File: src/rtl/traffic_timebase_if.sv
// Bundle between the traffic timebase and the light controller it feeds.
// The controller uses the master side and the timebase uses the slave side.
interface traffic_timebase_if;
  logic        btn_raw;
  logic        recount;
  logic [10:0] count;
  logic        pass;
  logic        sat;

  modport master (
    output btn_raw,
    output recount,
    input  count,
    input  pass,
    input  sat
  );

  modport slave (
    input  btn_raw,
    input  recount,
    output count,
    output pass,
    output sat
  );
endinterface

File: src/rtl/traffic_timebase.sv
// Pedestrian button debounce/pulse stage plus the saturating phase timebase.
// Optional pass lockout window is enabled by defining TRAFFIC_PASS_LOCKOUT_EN.
module traffic_timebase #(
  parameter int unsigned PRESCALE     = 1,
  parameter int unsigned DEBOUNCE_LEN = 4,
  parameter int unsigned LOCKOUT_CYC  = 2048
) (
  input logic               clk_i,
  input logic               rst_ni,
  traffic_timebase_if.slave bus
);

  localparam logic [15:0] PreLast  = 16'(PRESCALE - 1);
  localparam logic [7:0]  DbcLast  = 8'(DEBOUNCE_LEN - 1);
  localparam logic [10:0] CountMax = 11'h7FF;

  logic        sync1_q;
  logic        sync2_q;
  logic        db_q;
  logic        db_d;
  logic [7:0]  dbCnt_q;
  logic [7:0]  dbCnt_d;
  logic        dbDly_q;
  logic        dbRise;
  logic        pass_q;
  logic        pass_d;
  logic [15:0] preCnt_q;
  logic [15:0] preCnt_d;
  logic [10:0] count_q;
  logic [10:0] count_d;
  logic        sat_q;
  logic        sat_d;
  logic        tick;

  // Two-flop synchronizer; only the second stage feeds the debouncer.
  always_ff @(posedge clk_i or negedge rst_ni) begin
    if (!rst_ni) begin
      sync1_q <= 1'b0;
      sync2_q <= 1'b0;
    end else begin
      sync1_q <= bus.btn_raw;
      sync2_q <= sync1_q;
    end
  end

  always_comb begin
    db_d    = db_q;
    dbCnt_d = dbCnt_q;
    if (sync2_q == db_q) begin
      dbCnt_d = '0;
    end else if (dbCnt_q == DbcLast) begin
      db_d    = sync2_q;
      dbCnt_d = '0;
    end else begin
      dbCnt_d = dbCnt_q + 8'd1;
    end
  end

  always_ff @(posedge clk_i or negedge rst_ni) begin
    if (!rst_ni) begin
      db_q    <= 1'b0;
      dbCnt_q <= '0;
      dbDly_q <= 1'b0;
    end else begin
      db_q    <= db_d;
      dbCnt_q <= dbCnt_d;
      dbDly_q <= db_q;
    end
  end

  // Rising edge of the registered level, so pass lands one edge after db flips.
  assign dbRise = db_q & ~dbDly_q;

`ifdef TRAFFIC_PASS_LOCKOUT_EN
  localparam int unsigned LockW = (LOCKOUT_CYC > 1) ? $clog2(LOCKOUT_CYC) : 1;
  localparam logic [LockW-1:0] LockLoad = LockW'(LOCKOUT_CYC - 1);

  logic [LockW-1:0] lockCnt_q;
  logic [LockW-1:0] lockCnt_d;

  always_comb begin
    pass_d    = dbRise && (lockCnt_q == '0);
    lockCnt_d = lockCnt_q;
    if (pass_d) begin
      lockCnt_d = LockLoad;
    end else if (lockCnt_q != '0) begin
      lockCnt_d = lockCnt_q - 1'b1;
    end
  end

  always_ff @(posedge clk_i or negedge rst_ni) begin
    if (!rst_ni) begin
      lockCnt_q <= '0;
    end else begin
      lockCnt_q <= lockCnt_d;
    end
  end
`else
  logic unusedLockout;
  assign unusedLockout = ^LOCKOUT_CYC;
  assign pass_d        = dbRise;
`endif

  assign tick = (preCnt_q == PreLast);

  // Restart beats a coincident tick; the count saturates rather than wrapping.
  always_comb begin
    preCnt_d = preCnt_q + 16'd1;
    count_d  = count_q;
    if (bus.recount) begin
      preCnt_d = '0;
      count_d  = '0;
    end else if (tick) begin
      preCnt_d = '0;
      if (count_q != CountMax) begin
        count_d = count_q + 11'd1;
      end
    end
    sat_d = (count_d == CountMax);
  end

  always_ff @(posedge clk_i or negedge rst_ni) begin
    if (!rst_ni) begin
      preCnt_q <= '0;
      count_q  <= '0;
      sat_q    <= 1'b0;
      pass_q   <= 1'b0;
    end else begin
      preCnt_q <= preCnt_d;
      count_q  <= count_d;
      sat_q    <= sat_d;
      pass_q   <= pass_d;
    end
  end

  assign bus.count = count_q;
  assign bus.pass  = pass_q;
  assign bus.sat   = sat_q;

endmodule

File: src/flat_wrapper.sv
// flat-port wrapper written by rule: the top's interface ports become plain ports
module traffic_timebase_flat 
#(
  parameter int unsigned PRESCALE     = 1,
  parameter int unsigned DEBOUNCE_LEN = 4,
  parameter int unsigned LOCKOUT_CYC  = 2048
)
  (clk_i, rst_ni, bus_btn_raw, bus_recount, bus_count, bus_pass, bus_sat);
  traffic_timebase_if bus_i ();
  input logic clk_i;
  input logic rst_ni;
  input wire logic [$bits(bus_i.btn_raw)-1:0] bus_btn_raw;
  input wire logic [$bits(bus_i.recount)-1:0] bus_recount;
  output wire logic [$bits(bus_i.count)-1:0] bus_count;
  output wire logic [$bits(bus_i.pass)-1:0] bus_pass;
  output wire logic [$bits(bus_i.sat)-1:0] bus_sat;
  assign bus_i.btn_raw = bus_btn_raw;
  assign bus_i.recount = bus_recount;
  assign bus_count = bus_i.count;
  assign bus_pass = bus_i.pass;
  assign bus_sat = bus_i.sat;
  traffic_timebase #(.PRESCALE(PRESCALE), .DEBOUNCE_LEN(DEBOUNCE_LEN), .LOCKOUT_CYC(LOCKOUT_CYC)) u_core (.clk_i(clk_i), .rst_ni(rst_ni), .bus(bus_i));
endmodule
File: config.mk
export PLATFORM = sky130hd
export DESIGN_NAME = traffic_timebase_flat
export DESIGN_NICKNAME = d
export VERILOG_FILES = /design/src/rtl/traffic_timebase_if.sv /design/src/rtl/traffic_timebase.sv /design/src/flat_wrapper.sv
export SDC_FILE = /design/constraint.sdc
export NUM_CORES = 1
export LEC_CHECK = 0
export ABC_AREA = 1
export CORE_MARGIN = 2
export CORE_UTILIZATION = 37
export CTS_BUF_LIST = sky130_fd_sc_hd__clkbuf_4 sky130_fd_sc_hd__clkbuf_8
export DETAILED_ROUTE_END_ITERATION = 10
export SYNTH_ARGS = -nofsm -noshare
export SYNTH_HDL_FRONTEND = slang
export SYNTH_SLANG_ARGS = --single-unit
File: constraint.sdc
create_clock -name clk_i -period 1.6 [get_ports clk_i]
set_clock_uncertainty 0.2 [all_clocks]
set_input_delay 0.32 -clock clk_i [delete_from_list [all_inputs] [get_ports clk_i]]
set_output_delay 0.32 -clock clk_i [all_outputs]
set_load 0.005 [all_outputs]
[After elaboration in Yosys (flattened, before gate mapping)]
Cells that the tools add are included.
Operators by class
  add/sub/neg operators: 3
  multiply operators: 0
  divide/modulo/power cells: 0
  magnitude comparators: 0
  equality and inequality tests: 4
  shift-type cells: 0
  mux-type cells: 7
  bitwise logic cells: 3
  reduce and logical (&&, ||, !) cells: 2
Operators with widths (count)
  2-to-1 mux 11 bit: 3
  2-to-1 mux 16 bit: 2
  adder 16 x 1 -> 16 bit, second input constant: 1
  zero test 16 bit: 1
  2-to-1 mux 8 bit: 2
  adder 11 x 1 -> 11 bit, second input constant: 1
  == test 11 bit, second input constant: 1
  != test 11 bit, second input constant: 1
  adder 8 x 1 -> 8 bit, second input constant: 1
  == test 8 x 2 -> 1 bit, second input constant: 1
  NOT 1 bit: 2
  AND reduction 2 bit: 1
  AND 1 bit: 1
  == test 1 bit: 1
Storage, ports and cells
  flip-flop bits (word level): 41
  bits in latches: 0
  bits in writable memories: 0
  ROM bits: 0
  word-level logic and storage cells: 28
  memories: 0

[Depth between registers and ports, before layout]
Gate-level depths: netlist of the first run.
  word-level depth: 5
  depth in mapped cells: 12
  depth with buffers taken out: 12

[Least setup slack after synthesis of the first run]
Ideal clock, no wire load.
  kind: reg-to-reg
  from: reg u_core.count_q[0] (netlist: u_core.bus.count[0])
  to: reg u_core.sat_q (netlist: u_core.bus.sat)
  library setup time: 0.071 ns
  data arrival time: 1.535 ns
  required time: 1.329 ns
  setup slack: -0.206 ns
  cell stages (with the launch flop): 12
  buffers on the path: 0
  period minus slack after synthesis: 1.806 ns
  path through: dfrtp_1 -> ha_1 -> nand2_1 -> inv_1 -> nand2_2 -> nor2_4 -> nand2_4 -> nand3_2 -> nand2_1 -> nor3_2 -> nand3_1 -> nor2_1
Between the ends
  cells in the longest elaborated chain, start to end: 5
  elaborated cells between the ends (all ways): 6
  those cells by class: add/sub: 1; eq/ne: 2; mux: 3
RTL lines
  start: declaration: line traffic_timebase.sv:29  | logic [10:0] count_q;
  start signal: assignment: line traffic_timebase.sv:130  | count_q <= count_d;
  adder 11 x 1 -> 11 bit or != test 11 bit (tied branches): line traffic_timebase.sv:116, traffic_timebase.sv:115
  2-to-1 mux 11 bit: line traffic_timebase.sv:115  | if (count_q != CountMax) begin
  2-to-1 mux 11 bit (*): line traffic_timebase.sv:113  | end else if (tick) begin
  2-to-1 mux 11 bit (*): line traffic_timebase.sv:110  | if (bus.recount) begin
  == test 11 bit (*): line traffic_timebase.sv:119  | sat_d = (count_d == CountMax);
  named net u_core.sat_d: line traffic_timebase.sv:32  | logic sat_d;
  end signal: assignment: line traffic_timebase.sv:131  | sat_q <= sat_d;
  end: declaration: line traffic_timebase.sv:31  | logic sat_q;
Mark *: on every way through the listed nets, which the timed path passes. The rest lies on a longest branch.
A chain may end at the register's enable or synchronous reset.

[Worst setup path after layout of the first run]
  from: reg u_core.preCnt_q[0]
  to: reg u_core.sat_q (netlist: u_core.bus.sat)
Between the ends
  cells in the longest elaborated chain, start to end: 4
RTL lines
  start: declaration: line traffic_timebase.sv:27  | logic [15:0] preCnt_q;
  start signal: assignment: line traffic_timebase.sv:129  | preCnt_q <= preCnt_d;
  zero test 16 bit: line traffic_timebase.sv:104  | assign tick = (preCnt_q == PreLast);
  2-to-1 mux 11 bit: line traffic_timebase.sv:113
  2-to-1 mux 11 bit: line traffic_timebase.sv:110
  == test 11 bit: line traffic_timebase.sv:119
  named net u_core.sat_d: line traffic_timebase.sv:32
The timed path passes the listed nets, and every way through them passes these cells.

==> metrics, run 1 <==
worst path arrival time=1940 ps; Vias=2220; Compound-Gate Fraction of Synth Area=4.931%; vias in the first global route=2079; final worst slack=-308.9 ps; status=finished with violations; WHS Path Cells=0; remaining antenna violation count=0; synthesized area per cell=7.734 µm²; final non-filler cell total=478; synth warn=0; DRC=0; Worst Setup Start Kind=flip-flop; PortBufs=16; area share of fa/ha/maj cells after synthesis=2.216%; simple-gate share of the synthesized area=34.29%; share of layout cells above drive strength 1=41.69%; initial antenna violation count=0; Root Buffer=clkbuf_8; Die Width=82.13 µm; GR Overflow Total=0; r2r worst-path depth=11; vias per inst=4.644; top_reg_cell synth=dfrtp_1; Crit-path slowest cell=dfrtp_2; top-count cell post-synth=nand2_1; H-tree Lvls=2; worst hold path endpoint=u_core.sync2_q; number of DRC markers in iteration 0=77; hold path startpoint=u_core.sync1_q; area leader, netlist=dfrtp_1; critical path class=reg -> reg; top area cells in the synthesized netlist=dfrtp_1, nand2_1, nor2_1; area fraction of the dominant cell type after synthesis=45.43%; dpl cells=445; ANT cells=0; CP most frequent cell=nor2_1; Critical Path Max Stage Delay=450 ps; fmax=0.5239 GHz; # IOs=17; unrepaired setup endpoints after global routing=true; syn nets=300; fin. max-slew vios=0; final number of setup-violating endpoints=22; Register-to-Register Setup Slack=-310 ps; clk buf depth=2; Gate power share=15.3%; mux cell area share after synthesis=0.4432%; failing checks=negative setup slack; EDFF count, synth=0; HPWL after DPL=3878 µm; reg2reg end=u_core.bus.sat; pin count of the biggest net entering global routing=42; combinational family with the most area after synthesis=simple AND/OR/NAND/NOR gates; RD Place Congestion=0.8243; Max FO, Critical Path=8; P&R area growth vs syn=56.62%; total track usage=18.26%; # nets final=410; Final Cycle Share=119.3%; Worst Hold Class=reg -> reg; Critical Path End Type=flip-flop; Post-Synth XOR/XNOR Area=3.878%; Clock Power Share=31.7%; CP Cell Sequence=inv_2 > ha_4 > inv_1 > nor2_1 > nand2_1 > nor2_4 > or2_1 > nand3_2 > nor2_2 > nand3_1 > nor2_1; Slew Limit Headroom=80.75%; clock edge transition at the registers on the reported setup and hold paths=80 ps; Seq/Total Area, Yosys=45.43%; clock sinks=41; FF+latch count, synth=41; R2R Path Start=u_core.preCnt_q[0]; internal power=1581 µW; die footprint=0.006745 mm²; Sw Pwr=587.5 µW; Flop pwr share=53.0%; Sw Share=27.09%; fill cell count=531; cell area after synthesis=0.002258 mm²; most frequent cells after synthesis=nand2_1, nor2_1, inv_1, dfrtp_1, nand3_1; final WL=5762 µm; Syn Inst Count=292; height of the die=82.13 µm; CTS tree=done; Pleak=0.001825 µW; Tightest Pin Transition=288.4 ps; first drt pass iteration count=5; Worst VDD drop=0.4605 mV; final hold vios=0; insertion delay of the later-clocked pin in the worst-skew pair=300 ps; PwrDens=613.1 mW/mm²; share of synthesized registers carrying an async set or reset=100.0%; WL per Instance=12.05 µm; Initial Utilization=38.14%; fin crit period=1909 ps; # rows=28; Overall Power=2169 µW; TritonCTS Buffers=5; Worst EP required=1630 ps; Synth cell types=29; area of the core=0.005921 mm²; global-route wire length before repair=9177 µm; Max Cap Viol=0
layout by cell type (no fill, tap or decap), types with 3 or more instances in the layout:
master and count:
buf_6 16, nand4_1 4, nand2_1 47, nand2_2 9, a21oi_2 3, clkbuf_8 5, nor2_1 42, nand3_2 10
a21oi_1 7, dlygate4sd2_1 5, nand3_1 19, inv_1 44, inv_2 5, o21ai_1 5, nor3_2 4, nor3_4 4
xor2_1 7, nor2_2 7, nor2_4 7, buf_4 73, xnor2_1 3, dfrtp_2 3, o21ai_2 3, dfrtp_1 38
state kept, by name, summed over array words and instances, names as in the netlist:
name and count:
u_core.bus.count 11, u_core.bus.pass 1, u_core.bus.sat 1, u_core.dbCnt_q 8, u_core.dbDly_q 1, u_core.db_q 1
u_core.preCnt_q 16, u_core.sync1_q 1, u_core.sync2_q 1
cells by family (layout without fill, tap and decap cells):
| logic type | after synthesis | count (layout) |
|---|---|---|
| compound gates | 21 | 21 |
| xor+xnor | 10 | 10 |
| fa+ha+maj | 4 | 4 |
| buf+inv | 52 | 163 |
| flops | 41 | 41 |
| mux | 1 | 1 |
| simple gates | 163 | 163 |
metal layers:
layer | GRT usage [%] | part of all wire [%] | up-vias
met4 | 7.333 | 1.9 | 0
met5 | 0 | 0 | -
li1 | - | - | 1132
met2 | 31.63 | 51 | 46
met1 | 22.07 | 43 | 1028
met3 | 3.913 | 4.0 | 14
power by group through the flow:
| stage | Clock [µW] | Sequential (µW) | Combinational, µW |
|---|---|---|---|
| 2_1_floorplan | 0 | 1180 | 142 |
| 3_3_place_gp | 0 | 1170 | 313 |
| 3_5_place_dp | 0 | 1180 | 316 |
| 4_1_cts | 716 | 1150 | 333 |
| 5_1_grt | 768 | 1160 | 380 |
| 6_report | 687 | 1150 | 331 |
worst max-delay path by stage:
stage	slack, ps	startpoint	to
after detailed placement	-330	u_core.preCnt_q[0]	u_core.bus.sat
after floorplan	-170	u_core.bus.count[0]	u_core.bus.sat
final	-310	u_core.preCnt_q[0]	u_core.bus.sat
after global routing	-420	u_core.preCnt_q[0]	u_core.bus.sat
after CTS	-240	u_core.preCnt_q[0]	u_core.preCnt_q[12]
after global placement	-290	u_core.preCnt_q[0]	u_core.bus.count[2]
timing repair:
item | 4_1_cts | 5_1_grt
pin swaps | 10 | 18
hold buffers | 1 | 0
endpoints found under the setup margin | 37 | 34
setup buffers | 19 | 8
endpoints found under the hold margin | 41 | 0
resized for setup | 58 | 45
critical path, delay by kind of cell, from the launching register on:
family,cells,cell delay (ps)
buf+inv,2,130
simple gates,8,930
flops,1,450
fa+ha+maj,1,140
metrics by stage:
stage / hold WS (ps) / area [µm²] / util (%) / setup slack (ps) / TNS (ps)
floorplan: -175.6 / 2283 / - / -165.1 / -395.6
global placement: 108.9 / 3010 / 50.85 / -287.1 / -2837
detailed placement: 116.0 / 3010 / 50.85 / -331.4 / -3885
CTS: 159.3 / 3372 / 56.95 / -236.8 / -2741
global route: 169.8 / 3537 / 59.74 / -419.1 / -5574
finish: 157.7 / 3537 / 59.74 / -308.9 / -3321
layout make-up:
type                       instances  area, µm²  area share (%)
clock buffer                       5      68.82           1.946
clock inverter                     3      21.27          0.6013
inverter                          51      195.2           5.518
multi-input combinational        199       1259           35.59
sequential                        41       1030           29.11
tap                               75      93.84           2.653
timing repair buffer             104      869.6           24.58
Power figures use the tool's default switching activity.
==> run 2: changes to the inputs <==
--- a/config.mk
+++ b/config.mk
@@ -6,10 +6,10 @@
 export NUM_CORES = 1
 export LEC_CHECK = 0
 export ABC_AREA = 1
-export CORE_MARGIN = 2
 export CORE_UTILIZATION = 37
 export CTS_BUF_LIST = sky130_fd_sc_hd__clkbuf_4 sky130_fd_sc_hd__clkbuf_8
 export DETAILED_ROUTE_END_ITERATION = 10
+export GPL_TIMING_DRIVEN = 0
 export SYNTH_ARGS = -nofsm -noshare
 export SYNTH_HDL_FRONTEND = slang
 export SYNTH_SLANG_ARGS = --single-unit
==> metrics, run 2 (synthesis gave the netlist of run 1 again) <==
dpl cell area=0.002560 mm²; height of the die=80.13 µm; Critical Path Max Stage Delay=420 ps; R2R Path Start=u_core.bus.count[1]; r2r worst-path depth=11; Root Buffer=clkbuf_8; Slew Limit Headroom=62.19%; CP most frequent cell=nor2_1; Crit-path slowest cell=dfrtp_1; clock edge transition at the registers on the reported setup and hold paths=80 ps; final number of setup-violating endpoints=21; RD Place Congestion=0.8169; crit path from=u_core.bus.count[1]; remaining antenna violation count=0; worst path arrival time=1900 ps; # rows=28; initial antenna violation count=0; # nets final=363; status=finished with violations; Pleak=0.001647 µW; GR Overflow Total=0; ANT cells=0; total track usage=18.20%; Max FO, Critical Path=3; fin. max-slew vios=0; Worst Hold Class=reg -> reg; Tightest Pin Transition=563.1 ps; fill cell count=548; CP Cell Sequence=buf_6 > nand3_1 > nor2_1 > nand3_1 > nand2_1 > nand2_1 > nand3_2 > nand2_2 > nor2_1 > nand3_2 > nor2_1; Max Cap Viol=0; critical path class=reg -> reg; WL per Instance=12.27 µm; insertion delay of the later-clocked pin in the worst-skew pair=300 ps; Vias=2055; H-tree Lvls=2; final worst slack=-274.5 ps; Critical Path End Type=flip-flop; Reg with most FFs=u_core.preCnt_q; # IOs=17; TritonCTS Buffers=5; Worst EP required=1630 ps; commonest non-fill, non-tap cell in the layout=nand2_1; die footprint=0.006420 mm²; global-route wire length before repair=8894 µm; Crit path depth=11; first drt pass iteration count=4; final WL=5289 µm; CP delay by family, top=simple AND/OR/NAND/NOR gates; most frequent cells in the layout=nand2_1, inv_1, nor2_1, dfrtp_1, buf_4; P&R area growth vs syn=41.88%; PortBufs=16; failing checks=negative setup slack; area of the core=0.005921 mm²; worst setup path end=u_core.bus.sat; unrepaired setup endpoints after global routing=true; PwrDens=757.3 mW/mm²; HPWL after DPL=3370 µm; fmax=0.5335 GHz; Initial Utilization=38.14%; number of DRC markers in iteration 0=78; clock sinks=41; vias in the first global route=1982; Largest register FFs=16; Worst VDD drop=0.3652 mV; DRC=0; pin count of the biggest net entering global routing=22; Finished Core Util=54.12%; final hold vios=0; clk buf depth=2; Buffers & Inverters on Critical Path=1; Final Cell Area=0.003204 mm²; Final Cycle Share=117.2%; CTS tree=done; Worst Setup Start Kind=flip-flop; Die Width=80.13 µm; share of layout cells above drive strength 1=34.27%; Register-to-Register Setup Slack=-270 ps; reg2reg end=u_core.bus.sat; WHS Path Cells=0; fin crit period=1874 ps; vias per inst=4.768
## run 2: cell types whose count changed in the layout (fill, tap and decap cells not counted), sizes merged
cell / before / now
dlygate4sd2: 5 / 11
clkinvlp: 1 / 0
buf: 91 / 41
clkbuf: 7 / 6
bufinv: 0 / 2
clkdlybuf4s15: 2 / 0
inv: 51 / 50
## run 2: how the worst min path moves through the flow
stage	startpoint	end	slack, ps
floorplan	rst_ni	u_core.bus.count[0]	-180
global placement	u_core.sync1_q	u_core.sync2_q	140
detailed placement	rst_ni	u_core.sync1_q	130
CTS	u_core.sync1_q	u_core.sync2_q	160
global route	u_core.sync1_q	u_core.sync2_q	170
finish	u_core.sync1_q	u_core.sync2_q	160
## run 2: metrics by stage
step / total power (µW) / std cells / TNS, ps / setup WS [ps] / hold WS, ps
CTS: 2456 / 424 / -2111 / -255.1 / 160.0
finish: 2427 / 431 / -2851 / -274.5 / 159.3
detailed placement: 1439 / 384 / -4359 / -515.5 / 127.0
global route: 2562 / 431 / -5111 / -377.6 / 170.9
floorplan: 1318 / 292 / -395.6 / -165.1 / -175.6
global placement: 1423 / 383 / -49190 / -1105 / 136.2
## run 2: worst register-to-register path, cell delays in order (launching register included)
cell and delay (ps):
dfrtp_1 420, buf_6 130, nand3_1 100, nor2_1 250, nand3_1 110, nand2_1 70, nand2_1 60, nand3_2 70
nand2_2 70, nor2_1 120, nand3_2 110, nor2_1 100
## run 2: area by class of cell
type	instances	area (µm²)	area share [%]
clock buffer	5	68.82	2.148
timing repair buffer	56	491.7	15.35
clock inverter	3	65.06	2.030
multi-input combinational	199	1249	38.97
inverter	51	192.7	6.013
sequential	41	1036	32.33
buffer	1	7.507	0.2343
tap	75	93.84	2.929
## run 2: power breakdown
part / internal [µW] / total, µW / switching, µW / leakage [µW]
registers: 1110 / 1160 / 49.7 / 0.000544
logic: 124 / 274 / 151 / 0.00103
clock network: 620 / 992 / 372 / 0.0000681
## run 2: repair_timing
item,CTS,global route
endpoints found under the setup margin,37,28
hold buffers,1,0
hold endpoints to repair,20,0
buffers inserted,31,7
pin swaps,14,18
resized for setup,65,24
## run 2: metal layers
metal	share of wire [%]	track usage, %
met4	1.6	6.964
met3	2.9	4.091
met5	0	0
met2	49	30.34
met1	47	22.86
